`src/rtl/fetch_unit_pkg.sv`:
```
// Shared definitions for the instruction fetch stage.
//   RESET_PC_DEFAULT : default PC loaded while reset is asserted
//   INSTR_WIDTH      : instruction word width
//   WORD_BYTES       : bytes per instruction word (PC stride)
//   fetch_entry_t    : {instr, pc} pair carried through the output buffer
package fetch_unit_pkg;

  localparam logic [31:0] RESET_PC_DEFAULT = 32'h0000_0000;
  localparam int          INSTR_WIDTH      = 32;
  localparam int          WORD_BYTES       = 4;

  typedef struct packed {
    logic [INSTR_WIDTH-1:0] instr;
    logic [31:0]            pc;
  } fetch_entry_t;

endpackage

```
`src/rtl/fetch_unit_if.sv`:
```
// Bus bundle for the fetch stage: BRAM read port, redirect request and the
// valid/ready output towards decode.
//   master : fetch_unit side (drives BRAM request and output pair)
//   slave  : environment side (BRAM, branch unit, decode)
interface fetch_unit_if #(
  parameter int ADDR_WIDTH = 18
);
  import fetch_unit_pkg::*;

  logic                   bram_enable;
  logic [ADDR_WIDTH-1:0]  bram_addr;
  logic [INSTR_WIDTH-1:0] bram_data;
  logic                   redirect_valid;
  logic [31:0]            redirect_pc;
  logic                   out_valid;
  logic                   out_ready;
  logic [INSTR_WIDTH-1:0] out_instr;
  logic [31:0]            out_pc;

  modport master (
    output bram_enable, bram_addr, out_valid, out_instr, out_pc,
    input  bram_data, redirect_valid, redirect_pc, out_ready
  );

  modport slave (
    input  bram_enable, bram_addr, out_valid, out_instr, out_pc,
    output bram_data, redirect_valid, redirect_pc, out_ready
  );

endinterface

```
`src/rtl/fetch_unit_buffer.sv`:
```
// Two-entry FIFO of {instr, pc} pairs with synchronous flush.
//   clk, n_reset : clock, async active-low reset
//   push_i       : write push_data_i at the clock edge
//   pop_i        : retire the head entry at the clock edge
//   flush_i      : drop all entries (wins over push and pop)
//   head_o       : oldest entry (meaningful only when count_o != 0)
//   count_o      : number of stored entries, 0..2
module fetch_unit_buffer
  import fetch_unit_pkg::*;
(
  input  logic         clk,
  input  logic         n_reset,
  input  logic         push_i,
  input  fetch_entry_t push_data_i,
  input  logic         pop_i,
  input  logic         flush_i,
  output fetch_entry_t head_o,
  output logic [1:0]   count_o
);

  fetch_entry_t mem_q [2];
  logic         rd_ptr_q, rd_ptr_d;
  logic         wr_ptr_q, wr_ptr_d;
  logic [1:0]   count_q,  count_d;

  always_comb begin
    rd_ptr_d = rd_ptr_q;
    wr_ptr_d = wr_ptr_q;
    count_d  = count_q;
    if (flush_i) begin
      rd_ptr_d = 1'b0;
      wr_ptr_d = 1'b0;
      count_d  = 2'd0;
    end else begin
      if (push_i) wr_ptr_d = ~wr_ptr_q;
      if (pop_i)  rd_ptr_d = ~rd_ptr_q;
      count_d = count_q + 2'(push_i) - 2'(pop_i);
    end
  end

  always_ff @(posedge clk or negedge n_reset) begin
    if (!n_reset) begin
      for (int i = 0; i < 2; i++) mem_q[i] <= '0;
      rd_ptr_q <= 1'b0;
      wr_ptr_q <= 1'b0;
      count_q  <= 2'd0;
    end else begin
      if (push_i && !flush_i) mem_q[wr_ptr_q] <= push_data_i;
      rd_ptr_q <= rd_ptr_d;
      wr_ptr_q <= wr_ptr_d;
      count_q  <= count_d;
    end
  end

  assign head_o  = mem_q[rd_ptr_q];
  assign count_o = count_q;

endmodule

```
`src/rtl/fetch_unit.sv`:
```
// Instruction fetch stage: owns the PC, issues word reads to a 1-cycle
// synchronous BRAM, pairs each returned word with its PC and hands the pair
// to decode over valid/ready. Redirect flushes everything in flight.
//   clk, n_reset : clock, async active-low reset
//   bus (master) : BRAM request/data, redirect request, output pair
module fetch_unit
  import fetch_unit_pkg::*;
#(
  parameter int          ADDR_WIDTH = 18,
  parameter logic [31:0] RESET_PC   = RESET_PC_DEFAULT,
  parameter int          DEPTH      = 2
) (
  input  logic         clk,
  input  logic         n_reset,
  fetch_unit_if.master bus
);

  logic [31:0]  pc_q, pc_d;
  logic         inflight_q, inflight_d;
  logic [31:0]  inflight_pc_q, inflight_pc_d;

  fetch_entry_t head;
  fetch_entry_t push_entry;
  logic [1:0]   count;
  logic         out_valid;
  logic         pop;
  logic [2:0]   occupancy;
  logic         issue;

  assign out_valid = (count != 2'd0);
  assign pop       = out_valid && bus.out_ready;

  // Credit: buffered + in flight, minus what leaves this cycle, must leave
  // room for the read we are about to issue. out_ready reaches issue
  // combinationally so a full buffer being drained keeps fetching at rate.
  assign occupancy = {1'b0, count} + {2'b0, inflight_q} - {2'b0, pop};
  assign issue     = !bus.redirect_valid && (occupancy < 3'(DEPTH));

  always_comb begin
    pc_d          = pc_q;
    inflight_d    = issue;
    inflight_pc_d = inflight_pc_q;
    if (bus.redirect_valid) begin
      pc_d = bus.redirect_pc & ~32'h3;
    end else if (issue) begin
      pc_d          = pc_q + 32'(WORD_BYTES);
      inflight_pc_d = pc_q;
    end
  end

  always_ff @(posedge clk or negedge n_reset) begin
    if (!n_reset) begin
      pc_q          <= RESET_PC;
      inflight_q    <= 1'b0;
      inflight_pc_q <= '0;
    end else begin
      pc_q          <= pc_d;
      inflight_q    <= inflight_d;
      inflight_pc_q <= inflight_pc_d;
    end
  end

  assign push_entry = '{instr: bus.bram_data, pc: inflight_pc_q};

  // Flush on redirect also discards the word returning for the read that
  // was in flight, since the push is suppressed inside the buffer.
  fetch_unit_buffer u_buffer (
    .clk         (clk),
    .n_reset     (n_reset),
    .push_i      (inflight_q),
    .push_data_i (push_entry),
    .pop_i       (pop),
    .flush_i     (bus.redirect_valid),
    .head_o      (head),
    .count_o     (count)
  );

  assign bus.bram_enable = n_reset && issue;
  assign bus.bram_addr   = pc_q[ADDR_WIDTH+1:2];
  assign bus.out_valid   = out_valid;
  assign bus.out_instr   = out_valid ? head.instr : '0;
  assign bus.out_pc      = out_valid ? head.pc    : '0;

endmodule

```
`src/flat_wrapper.sv`:
```
// flat-port wrapper written by rule: the top's interface ports become plain ports
module fetch_unit_flat import fetch_unit_pkg::*;
#(
  parameter int          ADDR_WIDTH = 18,
  parameter logic [31:0] RESET_PC   = RESET_PC_DEFAULT,
  parameter int          DEPTH      = 2
)
  (clk, n_reset, bus_bram_enable, bus_bram_addr, bus_out_valid, bus_out_instr, bus_out_pc, bus_bram_data, bus_redirect_valid, bus_redirect_pc, bus_out_ready);
  fetch_unit_if #(.ADDR_WIDTH(ADDR_WIDTH)) bus_i ();
  input  logic clk;
  input  logic n_reset;
  output wire logic [$bits(bus_i.bram_enable)-1:0] bus_bram_enable;
  output wire logic [$bits(bus_i.bram_addr)-1:0] bus_bram_addr;
  output wire logic [$bits(bus_i.out_valid)-1:0] bus_out_valid;
  output wire logic [$bits(bus_i.out_instr)-1:0] bus_out_instr;
  output wire logic [$bits(bus_i.out_pc)-1:0] bus_out_pc;
  input wire logic [$bits(bus_i.bram_data)-1:0] bus_bram_data;
  input wire logic [$bits(bus_i.redirect_valid)-1:0] bus_redirect_valid;
  input wire logic [$bits(bus_i.redirect_pc)-1:0] bus_redirect_pc;
  input wire logic [$bits(bus_i.out_ready)-1:0] bus_out_ready;
  assign bus_bram_enable = bus_i.bram_enable;
  assign bus_bram_addr = bus_i.bram_addr;
  assign bus_out_valid = bus_i.out_valid;
  assign bus_out_instr = bus_i.out_instr;
  assign bus_out_pc = bus_i.out_pc;
  assign bus_i.bram_data = bus_bram_data;
  assign bus_i.redirect_valid = bus_redirect_valid;
  assign bus_i.redirect_pc = bus_redirect_pc;
  assign bus_i.out_ready = bus_out_ready;
  fetch_unit #(.ADDR_WIDTH(ADDR_WIDTH), .RESET_PC(RESET_PC), .DEPTH(DEPTH)) u_core (.clk(clk), .n_reset(n_reset), .bus(bus_i));
endmodule
```
`config.mk`:
```
export PLATFORM = sky130hd
export DESIGN_NAME = fetch_unit_flat
export DESIGN_NICKNAME = d
export VERILOG_FILES = /design/src/rtl/fetch_unit_pkg.sv /design/src/rtl/fetch_unit_if.sv /design/src/rtl/fetch_unit_buffer.sv /design/src/rtl/fetch_unit.sv /design/src/flat_wrapper.sv
export SDC_FILE = /design/constraint.sdc
export NUM_CORES = 1
export LEC_CHECK = 0
export ABC_AREA = 1
export BUFFER_PORTS_ARGS = -buffer_cell sky130_fd_sc_hd__clkbuf_2
export CAP_MARGIN = 20
export CORE_ASPECT_RATIO = 1.25
export CORE_UTILIZATION = 55
export CTS_CLUSTER_SIZE = 28
export DETAILED_ROUTE_END_ITERATION = 10
export GPL_ROUTABILITY_DRIVEN = 0
export HOLD_SLACK_MARGIN = 0.05
export PLACE_DENSITY = 0.74
export SKIP_LAST_GASP = 1
export SLEW_MARGIN = 30
export SYNTH_ARGS = -nofsm -noshare
export SYNTH_HDL_FRONTEND = slang
export SYNTH_HIERARCHICAL = 1
export SYNTH_SLANG_ARGS = --single-unit
```
`constraint.sdc`:
```
create_clock -name clk -period 3.36 [get_ports clk]
set_clock_uncertainty 0.15 [all_clocks]
set_input_delay 0.168 -clock clk [delete_from_list [all_inputs] [get_ports clk]]
set_output_delay 0.168 -clock clk [all_outputs]
set_load 0.03 [all_outputs]
```
==> flow_summary.json <==
{
  "hold_class": "primary input to flop",
  "routed-via-count": 8044,
  "yosys.area.top_type": "dfrtp_1",
  "fp.dieH_um": 154,
  "grt_pass1_vias": 7871,
  "p_clk_share_pct": 17.4,
  "root_buffer": "clkbuf_16",
  "finalSetupTns_ns": 0,
  "port_buffers": 149,
  "busiest_layer": "met2",
  "setup_slack_ns": 0.197,
  "num_io_pins": 152,
  "r2r_end": "u_core/pc_q[22]$_DFFE_PN0P_",
  "wl_per_cell_um": 13.8,
  "path_cells": "nor2_4 > nor2_2 > ha_1 > inv_1 > nand2_1 > fa_1 > inv_1 > a21oi_2 > nand3_2 > buf_8 > nor2_1 > clkbuf_2",
  "synth_top_area_share_pct": 47.7,
  "avgViaCountPerCell": 5.02,
  "r2r_cells": 13,
  "grtUsageMet2_pct": 41.6,
  "rr_startpoint": "u_core/u_buffer/count_o[1]$_DFF_PN0_",
  "drv_slew": 0,
  "rsz0062_at_grt": "no",
  "htree_levels": 4,
  "num_antenna_cells": 0,
  "ys_top_cells_by_count": "270 x nand2_1, 193 x dfrtp_1, 185 x inv_1",
  "p_sw_w": 0.00481,
  "worst_skew_pair.late_latency_ns": 0.43,
  "p_sw_share_pct": 43.4,
  "initial_core_util_pct": 56.0,
  "cts.path.max_buffers": 2,
  "synth_edf_count": 0,
  "clkTransAtPathRegs_ns": 0.07,
  "ys_seq_area_share_pct": 47.7,
  "drive_above_1_share_pct": 24.8,
  "path_class": "flop to output port",
  "cp_top_family": "adder cells",
  "post-route-min-period_ns": 3.16,
  "worst_pin_slew_ns": 0.716,
  "min-delay-start": "bus_redirect_valid",
  "finish.utilization_pct": 66.3,
  "syn-instance-count": 1192,
  "drtIter0Drc": 496,
  "fin_hold_ws_ns": 0.121,
  "grt.total_usage_pct": 24.4,
  "required_ns": 3.04,
  "cp-start-kind": "flop",
  "pwr-share-comb_pct": 45.3,
  "ys.flop_type": "dfrtp_1",
  "antenna_left": 0,
  "cts_buffers": 17,
  "grt_max_degree": 86,
  "path_depth": 12,
  "synth-seq-cells": 193,
  "ir_drop_v": 0.000734,
  "wl_um": 22000,
  "total_leakage_power_nw": 6.11,
  "clock-sinks": 193,
  "post_cts_buffers": 0,
  "crit_path_end_kind": "output port",
  "yosys-top-cells-area": "dfrtp_1 48%, nand2_1 10%, mux2_2 7.1%",
  "num_rows": 55,
  "use_met1_pct": 31.3,
  "core_mm2": 0.0181,
  "grt-ovfl-total": 0,
  "cp-startpoint": "u_core/u_buffer/count_o[1]$_DFF_PN0_",
  "path_max_fanout": 60,
  "crit_slowest_cell": "fa_1",
  "dieWidth_um": 123,
  "ys_types": 32,
  "r2r_slack_ns": 0.63,
  "drc": 0,
  "pwr-share-seq_pct": 37.3,
  "slew_headroom_pct": 52.3,
  "nets": 1437,
  "max_stage_delay_ns": 0.49,
  "final_area_mm2": 0.0120,
  "grt_first_pass_wirelength_um": 36800,
  "synth.avg_cell_area_um2": 8.50,
  "cp_num_buf_inv": 4,
  "setup_viol": 0,
  "timing.fmax_mhz": 316,
  "antenna_found_initial": 0,
  "critPathArrivalTime_ns": 2.84,
  "power_density_mw_per_mm2": 924,
  "syn_area_mm2": 0.0101,
  "max_cap_violations": 0,
  "crit_top_cell": "inv_1",
  "die_area_mm2": 0.0190,
  "cts_tree": "yes",
  "dr.pass1.iters": 7,
  "hold_viol": 0,
  "ys_warn_count": 6,
  "yosysMostFrequentCell": "nand2_1",
  "pre_cts_slack_ns": 0.325,
  "use_met3_pct": 4.27,
  "p_int_w": 0.00627,
  "status": "finished, final reports clean",
  "async_flop_share_pct": 100,
  "place_area_mm2": 0.0108,
  "hpwl_um": 14200,
  "endpoint": "bus_bram_enable",
  "period_share_pct": 94.1,
  "syn2layout_area_growth_pct": 18.4
}
-- flip-flops by register name (all words and copies together), names as in the netlist --
register	cells
u_core/u_buffer/mem_q	128
u_core/u_buffer/rd_ptr_q	1
u_core/pc_q	30
u_core/u_buffer/wr_ptr_q	1
u_core/u_buffer/count_o	2
u_core/inflight_q	1
u_core/inflight_pc_q	30
-- cell families (layout without fill, tap and decap cells) --
group,after synthesis,after routing,synth area share (%)
adder cells (fa/ha/maj),5,5,0.691
multiplexers,64,64,7.11
other,1,2,0.0370
buffers and inverters,261,442,12.6
AO/OA/AOI/OAI,172,172,11.0
XOR/XNOR,7,7,0.605
flip-flops,193,193,47.7
AND/OR/NAND/NOR,489,489,20.3
-- timing repair --
action | in CTS | in global routing
hold buffers | 64 | 0
gates resized for setup | 2 | 4
setup endpoints to repair | 1 | 1
endpoints found under the hold margin | 159 | 0
-- placed cells by master, fill, tap and decap left out, types with 41 or more instances in the layout --
cell           count
mux2_2            64
dfrtp_1          191
nor2_1           142
o21ai_2           64
o21ai_0           41
nand2_1          270
o21ai_1           56
clkbuf_2         148
dlygate4sd3_1     64
inv_1            185
-- how the worst min path moves through the flow --
stage               cells past startpoint                                      to  slack [ns]
floorplan                               0    u_core/inflight_pc_q[10]$_DFFE_PN0P_       -0.28
global placement                        1  u_core/u_buffer/mem_q[124]$_DFFE_PN0P_        0.05
detailed placement                      1  u_core/u_buffer/mem_q[124]$_DFFE_PN0P_        0.05
CTS                                     3             u_core/pc_q[14]$_DFFE_PN0P_        0.11
global route                            3             u_core/pc_q[14]$_DFFE_PN0P_        0.18
finish                                  3             u_core/pc_q[14]$_DFFE_PN0P_        0.12
-- tightest hold or removal path, stage by stage --
cell and delay (ns):
clkbuf_2 0.28, nand2_1 0.13, nand3_1 0.07
-- power groups by stage --
stage	combinational, W	clock (W)	sequential [W]
2_1_floorplan	0.00411	0	0.00390
3_3_place_gp	0.00480	0	0.00411
3_5_place_dp	0.00493	0	0.00416
4_1_cts	0.00503	0.00197	0.00413
5_1_grt	0.00562	0.00206	0.00428
6_report	0.00501	0.00193	0.00413
-- per-stage QoR --
| stage | cells | power, W |
|---|---|---|
| after floorplan | 1193 | 0.00801 |
| after global placement | 1509 | 0.00891 |
| after detailed placement | 1509 | 0.00909 |
| after CTS | 1602 | 0.0111 |
| after global routing | 1602 | 0.0120 |
| final | 1602 | 0.0111 |
-- metal layers --
layer / vias up / part of all wire, %
met5: - / 0
met4: 0 / 1.9
met3: 29 / 4.1
met2: 194 / 50
met1: 3779 / 44
li1: 4042 / -
-- cell type report --
cell class	count	area, um2
repair buffers	226	1580
clock inverters	9	110
multi-input cells	739	4060
inverters	187	702
well taps	228	285
clock buffers	20	437
flip-flops and latches	193	4830
fillers	1543	6100
(Power assumes the default switching activity.)
